## src/rtl/branch_condition_unit.sv

```systemverilog
// Branch resolution unit: snapshots NZCV (with write bypass), evaluates the branch
// condition, and hands a registered redirect to the PC logic over valid/ready.
module branch_condition_unit #(
  parameter int ADDR_W = 64,
  parameter int CNT_W  = 32
) (
  input  logic              clk,
  input  logic              reset,
  input  logic              br_valid,
  output logic              br_ready,
  input  logic [1:0]        br_kind,
  input  logic [3:0]        br_cond,
  input  logic [ADDR_W-1:0] br_reg,
  input  logic [ADDR_W-1:0] br_pc,
  input  logic [ADDR_W-1:0] br_offset,
  input  logic [3:0]        flags_nzcv,
  input  logic              flags_update,
  input  logic [3:0]        flags_next,
  output logic              redirect_valid,
  input  logic              redirect_ready,
  output logic [ADDR_W-1:0] redirect_target,
  output logic              redirect_taken,
  output logic [CNT_W-1:0]  branch_count,
  output logic [CNT_W-1:0]  taken_count
);

  typedef enum logic [1:0] {IDLE, EVAL, REDIRECT} state_t;

  localparam logic [1:0] KIND_BCOND = 2'b00;
  localparam logic [1:0] KIND_CBZ   = 2'b01;
  localparam logic [1:0] KIND_CBNZ  = 2'b10;

  function automatic logic cond_holds(input logic [3:0] cond, input logic [3:0] nzcv);
    logic n, z, c, v, res;
    {n, z, c, v} = nzcv;
    case (cond)
      4'd0:    res = z;
      4'd1:    res = !z;
      4'd2:    res = c;
      4'd3:    res = !c;
      4'd4:    res = n;
      4'd5:    res = !n;
      4'd6:    res = v;
      4'd7:    res = !v;
      4'd8:    res = c && !z;
      4'd9:    res = !c || z;
      4'd10:   res = (n == v);
      4'd11:   res = (n != v);
      4'd12:   res = !z && (n == v);
      4'd13:   res = z || (n != v);
      default: res = 1'b1;
    endcase
    return res;
  endfunction

  state_t            state_q, state_d;
  logic              br_ready_q, br_ready_d;
  logic              redirect_valid_q, redirect_valid_d;
  logic [ADDR_W-1:0] redirect_target_q, redirect_target_d;
  logic              redirect_taken_q, redirect_taken_d;
  logic [CNT_W-1:0]  branch_count_q, branch_count_d;
  logic [CNT_W-1:0]  taken_count_q, taken_count_d;

  logic [1:0]        kind_q, kind_d;
  logic [3:0]        cond_q, cond_d;
  logic [ADDR_W-1:0] reg_q, reg_d;
  logic [ADDR_W-1:0] pc_q, pc_d;
  logic [ADDR_W-1:0] offset_q, offset_d;
  logic [3:0]        flags_q, flags_d;

  logic              accept;
  logic              taken;

  assign accept = br_valid && br_ready_q;

  always_comb begin
    case (kind_q)
      KIND_BCOND: taken = cond_holds(cond_q, flags_q);
      KIND_CBZ:   taken = (reg_q == '0);
      KIND_CBNZ:  taken = (reg_q != '0);
      default:    taken = 1'b1;
    endcase
  end

  always_comb begin
    state_d           = state_q;
    br_ready_d        = br_ready_q;
    redirect_valid_d  = redirect_valid_q;
    redirect_target_d = redirect_target_q;
    redirect_taken_d  = redirect_taken_q;
    branch_count_d    = branch_count_q;
    taken_count_d     = taken_count_q;
    kind_d            = kind_q;
    cond_d            = cond_q;
    reg_d             = reg_q;
    pc_d              = pc_q;
    offset_d          = offset_q;
    flags_d           = flags_q;
    case (state_q)
      IDLE: begin
        br_ready_d       = 1'b1;
        redirect_valid_d = 1'b0;
        if (accept) begin
          kind_d     = br_kind;
          cond_d     = br_cond;
          reg_d      = br_reg;
          pc_d       = br_pc;
          offset_d   = br_offset;
          // A same-edge flag write is bypassed so the branch never waits on the register.
          flags_d    = flags_update ? flags_next : flags_nzcv;
          br_ready_d = 1'b0;
          state_d    = EVAL;
        end
      end
      EVAL: begin
        redirect_taken_d  = taken;
        redirect_target_d = taken ? (pc_q + (offset_q << 2)) : (pc_q + ADDR_W'(4));
        branch_count_d    = branch_count_q + CNT_W'(1);
        taken_count_d     = taken_count_q + CNT_W'(taken);
        redirect_valid_d  = 1'b1;
        state_d           = REDIRECT;
      end
      REDIRECT: begin
        if (redirect_ready) begin
          redirect_valid_d = 1'b0;
          br_ready_d       = 1'b1;
          state_d          = IDLE;
        end
      end
      default: begin
        redirect_valid_d = 1'b0;
        br_ready_d       = 1'b0;
        state_d          = IDLE;
      end
    endcase
  end

  always_ff @(posedge clk or negedge reset) begin
    if (!reset) begin
      state_q           <= IDLE;
      br_ready_q        <= 1'b0;
      redirect_valid_q  <= 1'b0;
      redirect_target_q <= '0;
      redirect_taken_q  <= 1'b0;
      branch_count_q    <= '0;
      taken_count_q     <= '0;
    end else begin
      state_q           <= state_d;
      br_ready_q        <= br_ready_d;
      redirect_valid_q  <= redirect_valid_d;
      redirect_target_q <= redirect_target_d;
      redirect_taken_q  <= redirect_taken_d;
      branch_count_q    <= branch_count_d;
      taken_count_q     <= taken_count_d;
    end
  end

  // Request payload is only consumed in EVAL after a fresh accept, so it needs no reset.
  always_ff @(posedge clk) begin
    kind_q   <= kind_d;
    cond_q   <= cond_d;
    reg_q    <= reg_d;
    pc_q     <= pc_d;
    offset_q <= offset_d;
    flags_q  <= flags_d;
  end

  assign br_ready        = br_ready_q;
  assign redirect_valid  = redirect_valid_q;
  assign redirect_target = redirect_target_q;
  assign redirect_taken  = redirect_taken_q;
  assign branch_count    = branch_count_q;
  assign taken_count     = taken_count_q;

endmodule

```

## config.mk

```make
export PLATFORM = sky130hd
export DESIGN_NAME = branch_condition_unit
export DESIGN_NICKNAME = d
export VERILOG_FILES = /design/src/rtl/branch_condition_unit.sv
export SDC_FILE = /design/constraint.sdc
export NUM_CORES = 1
export LEC_CHECK = 0
export CAP_MARGIN = 0
export CELL_PAD_IN_SITES_DETAIL_PLACEMENT = 0
export CELL_PAD_IN_SITES_GLOBAL_PLACEMENT = 1
export CORE_ASPECT_RATIO = 1.1
export CORE_MARGIN = 2
export CORE_UTILIZATION = 35
export DETAILED_ROUTE_END_ITERATION = 7
export HOLD_SLACK_MARGIN = 0.05
export PLACE_DENSITY_LB_ADDON = 0.15
export SLEW_MARGIN = 20
export SYNTH_ARGS = -nofsm -noshare
export SYNTH_HDL_FRONTEND = slang
export SYNTH_SLANG_ARGS = --single-unit
export TNS_END_PERCENT = 10
```

## constraint.sdc

```tcl
create_clock -name clk -period 43.1 [get_ports clk]
set_input_delay 4.31 -clock clk [delete_from_list [all_inputs] [get_ports clk]]
set_output_delay 4.31 -clock clk [all_outputs]
set_load 0.02 [all_outputs]
```

==> results.txt, run 1 <==
----------------------------------------------------
[CTS]
  Post-CTS Resized ... 0
  Clock root buffer ... clkbuf_16
  Worst skew pair latency ... 0.55 ns
  Number of buffers inserted during clock tree synthesis ... 38
  Max Buffers Root-to-Sink ... 3
  Clock sink total ... 333
  H-Tree Depth ... 2
  Clock slew at reported path FFs ... 0.05 ns
  TritonCTS clock tree ... yes
  Buffers inserted by post-CTS timing repair ... 0
  Number of buffers inserted for hold repair after clock tree synthesis ... 0

[Power and ir drop]
  Sequential share of power ... 36.5%
  Post-route total power ... 0.001285 W
  Leakage power ... 8.163 nW
  Sw Share ... 36.67%
  Switching Power ... 0.0004712 W
  Peak supply drop ... 27.86 uV
  P_int ... 0.0008137 W
  Part of the power in combinational logic ... 39.4%
  Part of the total power dissipated in the clock network ... 24.2%
  Total power density per cell area ... 61.33 nW/um2

[Die]
  Core area ... 44,490 um2
  Site row count ... 81
  Starting utilization of the core area ... 35.40%
  Die Span X ... 206.3 um
  Count of boundary I/O pins ... 342
  Full die area ... 46,720 um2
  Die Y-Extent ... 226.5 um

[Outcome]
  Run status ... complete, no violations

[Route]
  Per-cell routed wire length ... 17.99 um
  Initial DRC count ... 705
  Remaining routing DRC violations ... 0
  Number of iterations in the first detailed-routing pass ... 5
  Antenna Nets Post-Route ... 0
  Overall routed net length ... 41,210 um
  Via count ... 11,370
  Routed vias/inst ... 4.967

[Place]
  Number of cells after detailed placement ... 2,221
  Total of buffers placed on input and output ports ... 339
  GP Congestion ... 0.8282
  DP HPWL ... 30,870 um

[Global route]
  Number of antenna violations at the first check in global routing ... 4
  Number of global-route vias before repair ... 11,540
  Pin count of the biggest net entering global routing ... 133
  First-pass GRT wire length ... 64,000 um
  Overflow left after global routing ... 0
  Overall global routing resource usage ... 17.66%

[Layout]
  Final layout net count ... 1,956
  Fraction of layout instances using a drive strength above 1 ... 5.621%
  Commonest non-fill, non-tap cells in the layout ... clkdlybuf4s50_1, edfxtp_1, nand2_1
  Area Overhead vs Synth ... 33.01%
  Most frequent standard cell in the layout excluding fill and tap cells ... clkdlybuf4s50_1
  Layout Cells excl Fill ... 2,290
  FILL cells ... 4,123

[Logic synthesis]
  Cell variety after synth ... 80
  Count of mapped cells out of synthesis ... 1,339
  Combined area of all synthesized cells ... 15,750 um2
  Flip-flop and latch count after synthesis ... 333
  Synthesized area divided by synthesized cell count ... 11.76 um2
  Share of the yosys chip area belonging to registers ... 59.26%
  Synth async-reset ratio ... 39.94%
  Synthesized netlist net count ... 1,615
  Number of enable-type register cells in the synthesized netlist ... 200
  Synthesis Warnings ... 0
  Most common flop cell mapped by yosys ... edfxtp_1

[Timing]
  FMAX ... 168.0 MHz
  # setup viols final ... 0
  Minimum period implied by the final worst setup slack ... 5.952 ns
  RSZ-0062 raised after global routing ... false
  Pins over their slew limit ... 0
  Setup TNS ... 0 ns
  Worst Skew ... 0.01344 ns
  Slew at the pin with the worst max-slew slack ... 0.9416 ns
  Part of the cycle the worst path needs ... 13.81%
  Slew HR ... 37.23%
  Hold Violations, Final ... 0

[Worst setup path]
  Critical-path cell with the highest stage delay ... clkdlybuf4s50_1
  Type of the setup path with the least slack ... flip-flop to primary output
  CP required ... 38.79 ns
  Crit. End Element ... primary output
  CP delay by family, top ... buffers and inverters
  Type of origin of the critical path ... flip-flop
  Number of buffer and inverter stages on the critical path ... 1
  Crit-path cells ... clkdlybuf4s50_1
  Crit path max fanout ... 6
  Critical path's largest stage delay ... 0.65 ns
  Arrival time of the worst setup path ... 1.64 ns

[Min path]
  Worst min path class ... flip-flop to flip-flop

[Job]
  Max-Cap Viols ... 0

----------------------------------------------------
[worst paths after layout]
kind                                  from                  end  slack, ns  cells after the start
setup / recovery           branch_count[3]      branch_count[3]      37.15                      1
hold / removal                     pc_q[0]   redirect_target[0]       0.44                      2
min in group asynchronous            reset     branch_count[30]       3.77                      1
setup reg to reg                 reg_q[14]  redirect_target[56]      37.30                     19
max in group asynchronous            reset      taken_count[25]      37.88                      2
hold reg to reg                    pc_q[0]   redirect_target[0]       0.44                      2
[routing by layer]
layer | global-route usage [%] | vias to the layer above | part of all wire [%]
li1 | - | 5569 | -
met1 | 22.60 | 5433 | 43
met2 | 28.60 | 303 | 47
met3 | 5.806 | 63 | 7.6
met4 | 4.862 | 6 | 2.3
met5 | 0 | - | 0.097
[cell type report]
| cell class | instances | area [um2] | share of cell area, % |
|---|---|---|---|
| clock inverters | 17 | 162.7 | 0.7764 |
| well taps | 581 | 726.9 | 3.470 |
| repair buffers | 345 | 3452 | 16.48 |
| multi-input cells | 930 | 6133 | 29.27 |
| clock buffers | 51 | 1020 | 4.867 |
| flip-flops and latches | 333 | 9334 | 44.55 |
| inverters | 32 | 120.1 | 0.5733 |
| diodes | 1 | 2.502 | 0.01194 |
[sequential cells by signal (all words and copies together) (netlist names)]
name and cells:
branch_count 32, pc_q 64, redirect_taken 1, reg_q 64, taken_count 32, flags_q 4, offset_q 62, kind_q 2
br_ready 1, state_q 2, cond_q 4, redirect_valid 1, redirect_target 64
[per-stage QoR]
stage	cell area (um2)	setup slack, ns	utilization (%)	hold WS, ns
global placement	19770	36.83	44.43	0.4215
detailed placement	19770	36.81	44.43	0.4277
CTS	20950	37.11	47.09	0.4403
finish	20950	37.15	47.09	0.4379
global route	20950	36.89	47.09	0.4665
floorplan	15750	24.21	-	0.4146
[synth_stat cells (3+ instances only)]
cell type	count	area, um2
nor2b_1	8	50.05
o21a_1	5	37.54
and2_1	69	431.7
nand4_1	31	193.9
buf_2	9	45.04
nand2_1	165	619.3
nor3_1	15	75.07
mux2i_1	4	40.04
mux2_2	6	67.56
a21boi_0	5	37.54
clkbuf_1	31	116.4
inv_1	32	120.1
o21ai_0	92	460.4
nor2_1	49	183.9
and3_1	18	112.6
o21ai_1	4	20.02
a211oi_1	7	52.55
edfxtp_1	200	6006
a211o_1	3	26.28
nor4_1	21	131.4
xor2_1	40	350.3
and4_1	7	61.31
o211ai_1	10	75.07
nand2b_1	9	56.30
a21oi_1	74	370.4
o21bai_1	12	90.09
nand3_1	39	195.2
a21o_1	22	165.2
a221o_1	3	30.03
ha_1	64	800.8
a2111oi_0	5	43.79
o31ai_1	8	60.06
a31oi_1	8	50.05
xnor2_1	74	648.1
dfrtp_1	133	3328
[cell families after synthesis]
| family | after synthesis | share of synthesized area, % |
|---|---|---|
| simple gates | 446 | 14.21 |
| flops | 333 | 59.26 |
| compound gates | 293 | 12.11 |
| xor+xnor | 115 | 6.482 |
| buf+inv | 76 | 1.899 |
| fa+ha+maj | 65 | 5.211 |
| mux | 11 | 0.8261 |
[power groups by stage]
stage | Combinational, W | Clock [W] | Sequential [W]
floorplan | 0.000283 | 0 | 0.000531
global placement | 0.000509 | 0 | 0.000473
detailed placement | 0.000511 | 0 | 0.000476
CTS | 0.000514 | 0.000322 | 0.000470
global route | 0.000561 | 0.000334 | 0.000478
finish | 0.000506 | 0.000311 | 0.000468
Note: power is estimated with default switching activity, not from simulation.
==> run 2, diff against run 1 <==
==> constraint.sdc (replaced) <==
create_clock -name clk -period 5.88 [get_ports clk]
set_input_delay 0.588 -clock clk [delete_from_list [all_inputs] [get_ports clk]]
set_output_delay 0.588 -clock clk [all_outputs]
set_load 0.02 [all_outputs]
==> run 2 against run 1 <==
  * Clock power rose to 7.6 times the previous value
  * Power rose to 7.4 times the previous value
  * Wire length about the same
  * Critical endpoint is now redirect_target[56]
  * Largest cell class unchanged
  * Die area unchanged
  * Sequential cell count unchanged
  * Sequential share of layout area down 0.25 points
  * Register-to-register slack worse by 37 ns
  * Global-route usage about the same
  * Critical path depth up 17
==> results.txt, run 2 (synthesis gave the netlist of run 1 again) <==
----------------------------------------------------
[Outcome]
  Run status ... complete, no violations

[Layout]
  Final layout net count ... 1,962 (+0.31%)
  Area Overhead vs Synth ... 33.77%
  Most frequent standard cell in the layout excluding fill and tap cells ... clkdlybuf4s50_1
  FILL cells ... 4,140 (+0.41%)
  Cell area after layout ... 21,070 um2 (+0.57%)
  Fin util ... 47.36% (+0.27 points)
  Commonest non-fill, non-tap cells in the layout ... clkdlybuf4s50_1, edfxtp_1, nand2_1
  Fraction of layout instances using a drive strength above 1 ... 6.235% (+0.61 points)
  Combined area of the multi-input logic cells ... 6140 um2 (+0.10%)
  Combined flip-flop and latch cell area ... 9334 um2 (unchanged)

[Timing]
  Slew HR ... 34.00% (-3.2 points)
  FMAX ... 186.4 MHz
  Pins over their slew limit ... 0 (unchanged)
  RSZ-0062 raised after global routing ... false
  # setup viols final ... 0 (unchanged)
  Part of the cycle the worst path needs ... 91.24%
  Slew at the pin with the worst max-slew slack ... 0.9900 ns (+0.04846 ns)
  Hold Violations, Final ... 0 (unchanged)
  Worst Skew ... 0.02016 ns (+0.006726 ns)
  Setup TNS ... 0 ns (unchanged)
  Minimum period implied by the final worst setup slack ... 5.365 ns

[Die]
  Site row count ... 81 (unchanged)
  Die Span X ... 206.3 um (unchanged)
  Die Y-Extent ... 226.5 um (unchanged)
  Count of boundary I/O pins ... 342 (unchanged)
  Core area ... 44,490 um2 (unchanged)
  Starting utilization of the core area ... 35.40% (unchanged)
  Full die area ... 46,720 um2 (unchanged)

[Route]
  Antenna Nets Post-Route ... 0 (unchanged)
  Initial DRC count ... 661 (-6.2%)
  Post-Route M1 WL ... 18,170 um (+1.4%)
  Overall routed net length ... 41,240 um (about the same)
  Met3 wire length ... 3133 um (+0.32%)
  Number of iterations in the first detailed-routing pass ... 5 (unchanged)
  Routed vias/inst ... 4.916 (-1.0%)
  Per-cell routed wire length ... 17.94 um (-0.31%)
  Via count ... 11,300 (-0.62%)
  Remaining routing DRC violations ... 0 (unchanged)
  Detailed-routed wire length on met2 ... 19,000 um (-0.98%)
  Uppermost layer routed ... met5

[CTS]
  Clock sink total ... 333 (unchanged)
  Post-CTS Resized ... 0 (unchanged)
  Number of buffers inserted during clock tree synthesis ... 38 (unchanged)
  Clock root buffer ... clkbuf_16
  Buffers inserted by post-CTS timing repair ... 0 (unchanged)
  TritonCTS clock tree ... yes
  Clock slew at reported path FFs ... 0.06 ns (about the same)
  Worst skew pair latency ... 0.56 ns (about the same)
  H-Tree Depth ... 2 (unchanged)
  Number of buffers inserted for hold repair after clock tree synthesis ... 0 (unchanged)
  Max Buffers Root-to-Sink ... 3 (unchanged)

[Worst setup path]
  Type of the setup path with the least slack ... flip-flop to flip-flop
  Crit. End Element ... flip-flop
  Type of origin of the critical path ... flip-flop
  CP required ... 6.35 ns (-32.44 ns)
  Crit path max fanout ... 39 (+33)
  Arrival time of the worst setup path ... 5.83 ns (+4.19 ns)

[Place]
  Total of buffers placed on input and output ports ... 339 (unchanged)
  Placement Cell Area ... 19,820 um2 (+0.26%)
  GP Congestion ... 0.8108 (-2.1%)
  DP HPWL ... 31,260 um (+1.3%)

[Power and ir drop]
  Leakage power ... 8.240 nW (+0.94%)
  Total power density per cell area ... 451.0 nW/um2 (+640%)
  Peak supply drop ... 234.4 uV (+740%)

[Job]
  Max-Cap Viols ... 0 (unchanged)

[Global route]
  Overflow left after global routing ... 0 (unchanged)
  Overall global routing resource usage ... 17.65% (about the same)
  Pin count of the biggest net entering global routing ... 151 (+14%)
  Number of antenna violations at the first check in global routing ... 3 (-1)
  First-pass GRT wire length ... 63,590 um (-0.64%)
  Number of global-route vias before repair ... 11,360 (-1.6%)

[Min path]
  Worst min path class ... primary input to async pin

----------------------------------------------------
[run 2: cell types whose count changed in the layout (fill, tap and decap cells not counted), moves of 2 or more]
cell / before / now
buf_4: 5 / 11
inv_6: 3 / 1
clkbuf_16: 38 / 41
clkbuf_1: 11 / 8
clkinv_2: 6 / 8
clkbuf_8: 2 / 6
clkinvlp_4: 3 / 1
[run 2: critical path: stages (launching register included)]
cell	delay (ns)
edfxtp_1	0.38
nor4_1	0.35
nand4_1	0.20
nor4_1	0.40
mux2i_1	0.33
o31ai_4	0.19
buf_4	0.28
and2_1	0.20
ha_1	0.44
nand2_1	0.16
nor3_2	0.41
nand2_1	0.11
a311oi_1	0.47
o21ai_1	0.25
a2111oi_0	0.56
buf_4	0.20
a211oi_1	0.05
xor2_1	0.15
o21ai_0	0.14
[run 2: path summary, 6_finish.rpt]
kind,cells past startpoint,slack (ns),to,start
max in group asynchronous,2,4.53,redirect_target[49],reset
worst min-delay path,1,0.09,br_ready,reset
worst min register to register,2,0.44,redirect_target[1],pc_q[1]
worst max-delay path,18,0.52,redirect_target[56],reg_q[14]
min in group clk,2,0.44,redirect_target[1],pc_q[1]
worst max register to register,18,0.52,redirect_target[56],reg_q[14]
[run 2: metrics by stage]
step | worst slack (ns) | std cells | hold WS (ns) | total power (W)
global route | 0.03476 | 2299 | 0.1341 | 0.01014
global placement | 0.3455 | 2227 | 0.4188 | 0.007216
CTS | 0.4096 | 2297 | 0.09544 | 0.009658
floorplan | 0.0004472 | 1339 | 0.2924 | 0.005839
detailed placement | 0.4531 | 2227 | 0.4348 | 0.007252
finish | 0.5150 | 2299 | 0.08979 | 0.009503
[run 2: layout make-up]
type | count | area share (%)
diodes | 2 | 0.02375
clock buffers | 55 | 5.404
clock inverters | 15 | 0.5166
inverters | 32 | 0.5701
multi-input cells | 930 | 29.14
flip-flops and latches | 333 | 44.30
well taps | 581 | 3.450
repair buffers | 351 | 16.60
[run 2: where the power goes]
group / internal, W / switching [W]
clock: 0.00139 / 0.000953
combinational: 0.00150 / 0.00222
sequential: 0.00317 / 0.000268
[run 2: metal layers]
metal	GRT usage [%]	vias up
met5	0	-
met4	4.931	2
met3	5.691	61
met2	28.23	305
met1	22.93	5342
li1	-	5593
==> run 3, diff against run 2 <==
--- a/config.mk
+++ b/config.mk
@@ -12,8 +12,10 @@
 export CORE_MARGIN = 2
 export CORE_UTILIZATION = 35
 export DETAILED_ROUTE_END_ITERATION = 7
+export GPL_TIMING_DRIVEN = 1
 export HOLD_SLACK_MARGIN = 0.05
 export PLACE_DENSITY_LB_ADDON = 0.15
+export SETUP_SLACK_MARGIN = 0.15
 export SLEW_MARGIN = 20
 export SYNTH_ARGS = -nofsm -noshare
 export SYNTH_HDL_FRONTEND = slang
==> constraint.sdc (replaced) <==
create_clock -name clk -period 5.88 [get_ports clk]
set_input_delay 0.588 -clock clk [delete_from_list [all_inputs] [get_ports clk]]
set_output_delay 0.588 -clock clk [all_outputs]
set_load 0.01 [all_outputs]
==> run 3 against run 2 <==
  * Clock-buffer cell count fell by 2
  * Utilization is 0.051 points higher
  * Via count increased by 0.65%
  * Die area unchanged
  * Critical endpoint is now redirect_target[60]
==> results.txt, run 3 (synthesis gave the netlist of run 1 again) <==
----------------------------------------------------
[Die]
  Full die area ... 46,720 um2 (unchanged)
  Core area ... 44,490 um2 (unchanged)
  Die Y-Extent ... 226.5 um (unchanged)
  Count of boundary I/O pins ... 342 (unchanged)
  Site row count ... 81 (unchanged)
  Die Span X ... 206.3 um (unchanged)
  Starting utilization of the core area ... 35.40% (unchanged)

[Timing]
  Slew HR ... 37.31% (+3.3 points)
  # setup viols final ... 0 (unchanged)
  RSZ-0062 raised after global routing ... false
  Part of the cycle the worst path needs ... 88.41% (-2.8 points)
  Slew at the pin with the worst max-slew slack ... 0.9403 ns (-0.04970 ns)
  FMAX ... 192.4 MHz (+3.2%)
  Setup TNS ... 0 ns (unchanged)
  Hold Violations, Final ... 0 (unchanged)
  Worst Skew ... 0.01750 ns (-0.002659 ns)
  Pins over their slew limit ... 0 (unchanged)
  Minimum period implied by the final worst setup slack ... 5.199 ns (-0.1664 ns)

[Power and ir drop]
  Sequential share of power ... 36.7% (+0.6 points)
  Sw Share ... 35.10% (-1.1 points)
  Part of the total power dissipated in the clock network ... 25.5% (+0.8 points)
  Switching Power ... 0.003289 W (-4.4%)
  Peak supply drop ... 260.7 uV (+11%)
  Part of the power in combinational logic ... 37.8% (-1.4 points)
  Leakage power ... 8.249 nW (+0.11%)
  Total power density per cell area ... 444.3 nW/um2 (-1.5%)
  Post-route total power ... 0.009371 W (-1.4%)
  P_int ... 0.006082 W (+0.32%)

[Route]
  Routed vias/inst ... 4.949 (+0.65%)
  Via count ... 11,380 (+0.65%)
  Remaining routing DRC violations ... 0 (unchanged)
  Per-cell routed wire length ... 18.15 um (+1.2%)
  Number of iterations in the first detailed-routing pass ... 5 (unchanged)
  Overall routed net length ... 41,740 um (+1.2%)
  Antenna Nets Post-Route ... 0 (unchanged)
  Initial DRC count ... 585 (-11%)

[Worst setup path]
  Worst flop-to-flop path endpoint ... redirect_target[60]
  FF-to-FF setup slack ... 0.68 ns (+0.17 ns)
  Crit path max fanout ... 38 (-2.6%)
  Number of cells traversed by the worst register-to-register path ... 17 (-1)
  CP required ... 6.37 ns (+0.02 ns)
  Origin of the worst setup path ... reg_q[17]
  Crit. End Element ... flip-flop
  Type of the setup path with the least slack ... flip-flop to flip-flop
  Arrival time of the worst setup path ... 5.69 ns (-0.14 ns)
  Launch point of the worst reg-to-reg path ... reg_q[17]
  Type of origin of the critical path ... flip-flop

[Global route]
  First-pass GRT wire length ... 64,270 um (+1.1%)
  Number of antenna violations at the first check in global routing ... 2 (-1)
  Pin count of the biggest net entering global routing ... 86 (-43%)
  Number of global-route vias before repair ... 11,550 (+1.7%)
  Overflow left after global routing ... 0 (unchanged)
  Overall global routing resource usage ... 17.83% (+0.18 points)

[CTS]
  H-Tree Depth ... 2 (unchanged)
  Clock root buffer ... clkbuf_16
  Clock sink total ... 333 (unchanged)
  TritonCTS clock tree ... yes
  Number of buffers inserted during clock tree synthesis ... 39 (+2.6%)
  Clock slew at reported path FFs ... 0.06 ns (about the same)
  Max Buffers Root-to-Sink ... 3 (unchanged)
  Worst skew pair latency ... 0.56 ns (about the same)
  Buffers inserted by post-CTS timing repair ... 0 (unchanged)

[Layout]
  Area Overhead vs Synth ... 33.91%
  Fraction of layout instances using a drive strength above 1 ... 6.348% (+0.11 points)
  FILL cells ... 4,102 (-0.92%)
  Most frequent standard cell in the layout excluding fill and tap cells ... clkdlybuf4s50_1
  Commonest non-fill, non-tap cells in the layout ... clkdlybuf4s50_1, edfxtp_1, nand2_1
  Final layout net count ... 1,964 (+0.10%)

[Job]
  Max-Cap Viols ... 0 (unchanged)

[Outcome]
  Run status ... complete, no violations

[Place]
  DP HPWL ... 31,840 um (+1.8%)
  GP Congestion ... 0.8373 (+3.3%)
  Total of buffers placed on input and output ports ... 339 (unchanged)

[Min path]
  Worst min path class ... primary input to async pin

----------------------------------------------------
## run 3: worst max-delay path by stage
stage                          end  slack [ns]
2_1_floorplan            cond_q[0]        0.02
3_3_place_gp   redirect_target[56]        0.54
3_5_place_dp   redirect_target[56]        0.51
4_1_cts        redirect_target[56]        0.46
5_1_grt        redirect_target[60]        0.21
6_report       redirect_target[60]        0.68
## run 3: power by group through the flow
stage	combinational, W	sequential, W	clock, W
6_report	0.00354	0.00344	0.00239
3_5_place_dp	0.00359	0.00350	0
4_1_cts	0.00360	0.00346	0.00247
2_1_floorplan	0.00208	0.00358	0
3_3_place_gp	0.00357	0.00348	0
5_1_grt	0.00395	0.00351	0.00255
## run 3: worst max-delay path, stage by stage, from the launching register on
cell and delay (ns):
edfxtp_1 0.37, nor4_1 0.35, nand4_1 0.19, nor4_1 0.42, mux2i_1 0.34, o31ai_4 0.16, buf_4 0.25, and2_1 0.20
ha_1 0.43, nand2_1 0.15, nor3_2 0.39, nand2_1 0.13, a311oi_1 0.44, o21ai_1 0.26, a211oi_2 0.41, o21ai_0 0.21
a211o_1 0.33, nand3_1 0.07
## run 3: area by class of cell
cell class                      count  area, um2  share of cell area [%]
Inverter                           32      120.1                  0.5695
Antenna cell                        1      2.502                 0.01186
Multi-Input combinational cell    930       6153                   29.17
Tap cell                          581      726.9                   3.446
Timing Repair Buffer              352       3492                   16.56
Sequential cell                   333       9334                   44.25
Clock inverter                     17      152.6                  0.7237
Clock buffer                       53       1111                   5.268
## run 3: stage by stage
stage	setup WS (ns)	hold WS, ns	instances	cell area, um2	utilization, %
6_report	0.6814	0.06735	2299	21090	47.41
4_1_cts	0.4570	0.08693	2298	21080	47.39
3_3_place_gp	0.5398	0.4251	2228	19820	44.55
2_1_floorplan	0.01531	0.2924	1339	15770	-
5_1_grt	0.2149	0.1192	2299	21090	47.41
3_5_place_dp	0.5140	0.4339	2228	19820	44.55
## run 3: layer usage
| metal | track usage [%] | wire length (um) | vias to the layer above |
|---|---|---|---|
| met5 | 0 | 13 | - |
| met4 | 5.023 | 840 | 2 |
| met3 | 5.548 | 3152 | 55 |
| met2 | 28.99 | 19430 | 303 |
| met1 | 22.88 | 18300 | 5424 |
| li1 | - | - | 5593 |
## run 3: what timing repair did
item,in CTS,in global routing
hold buffers,0,0
setup endpoints to repair,0,1
resized for setup,0,2
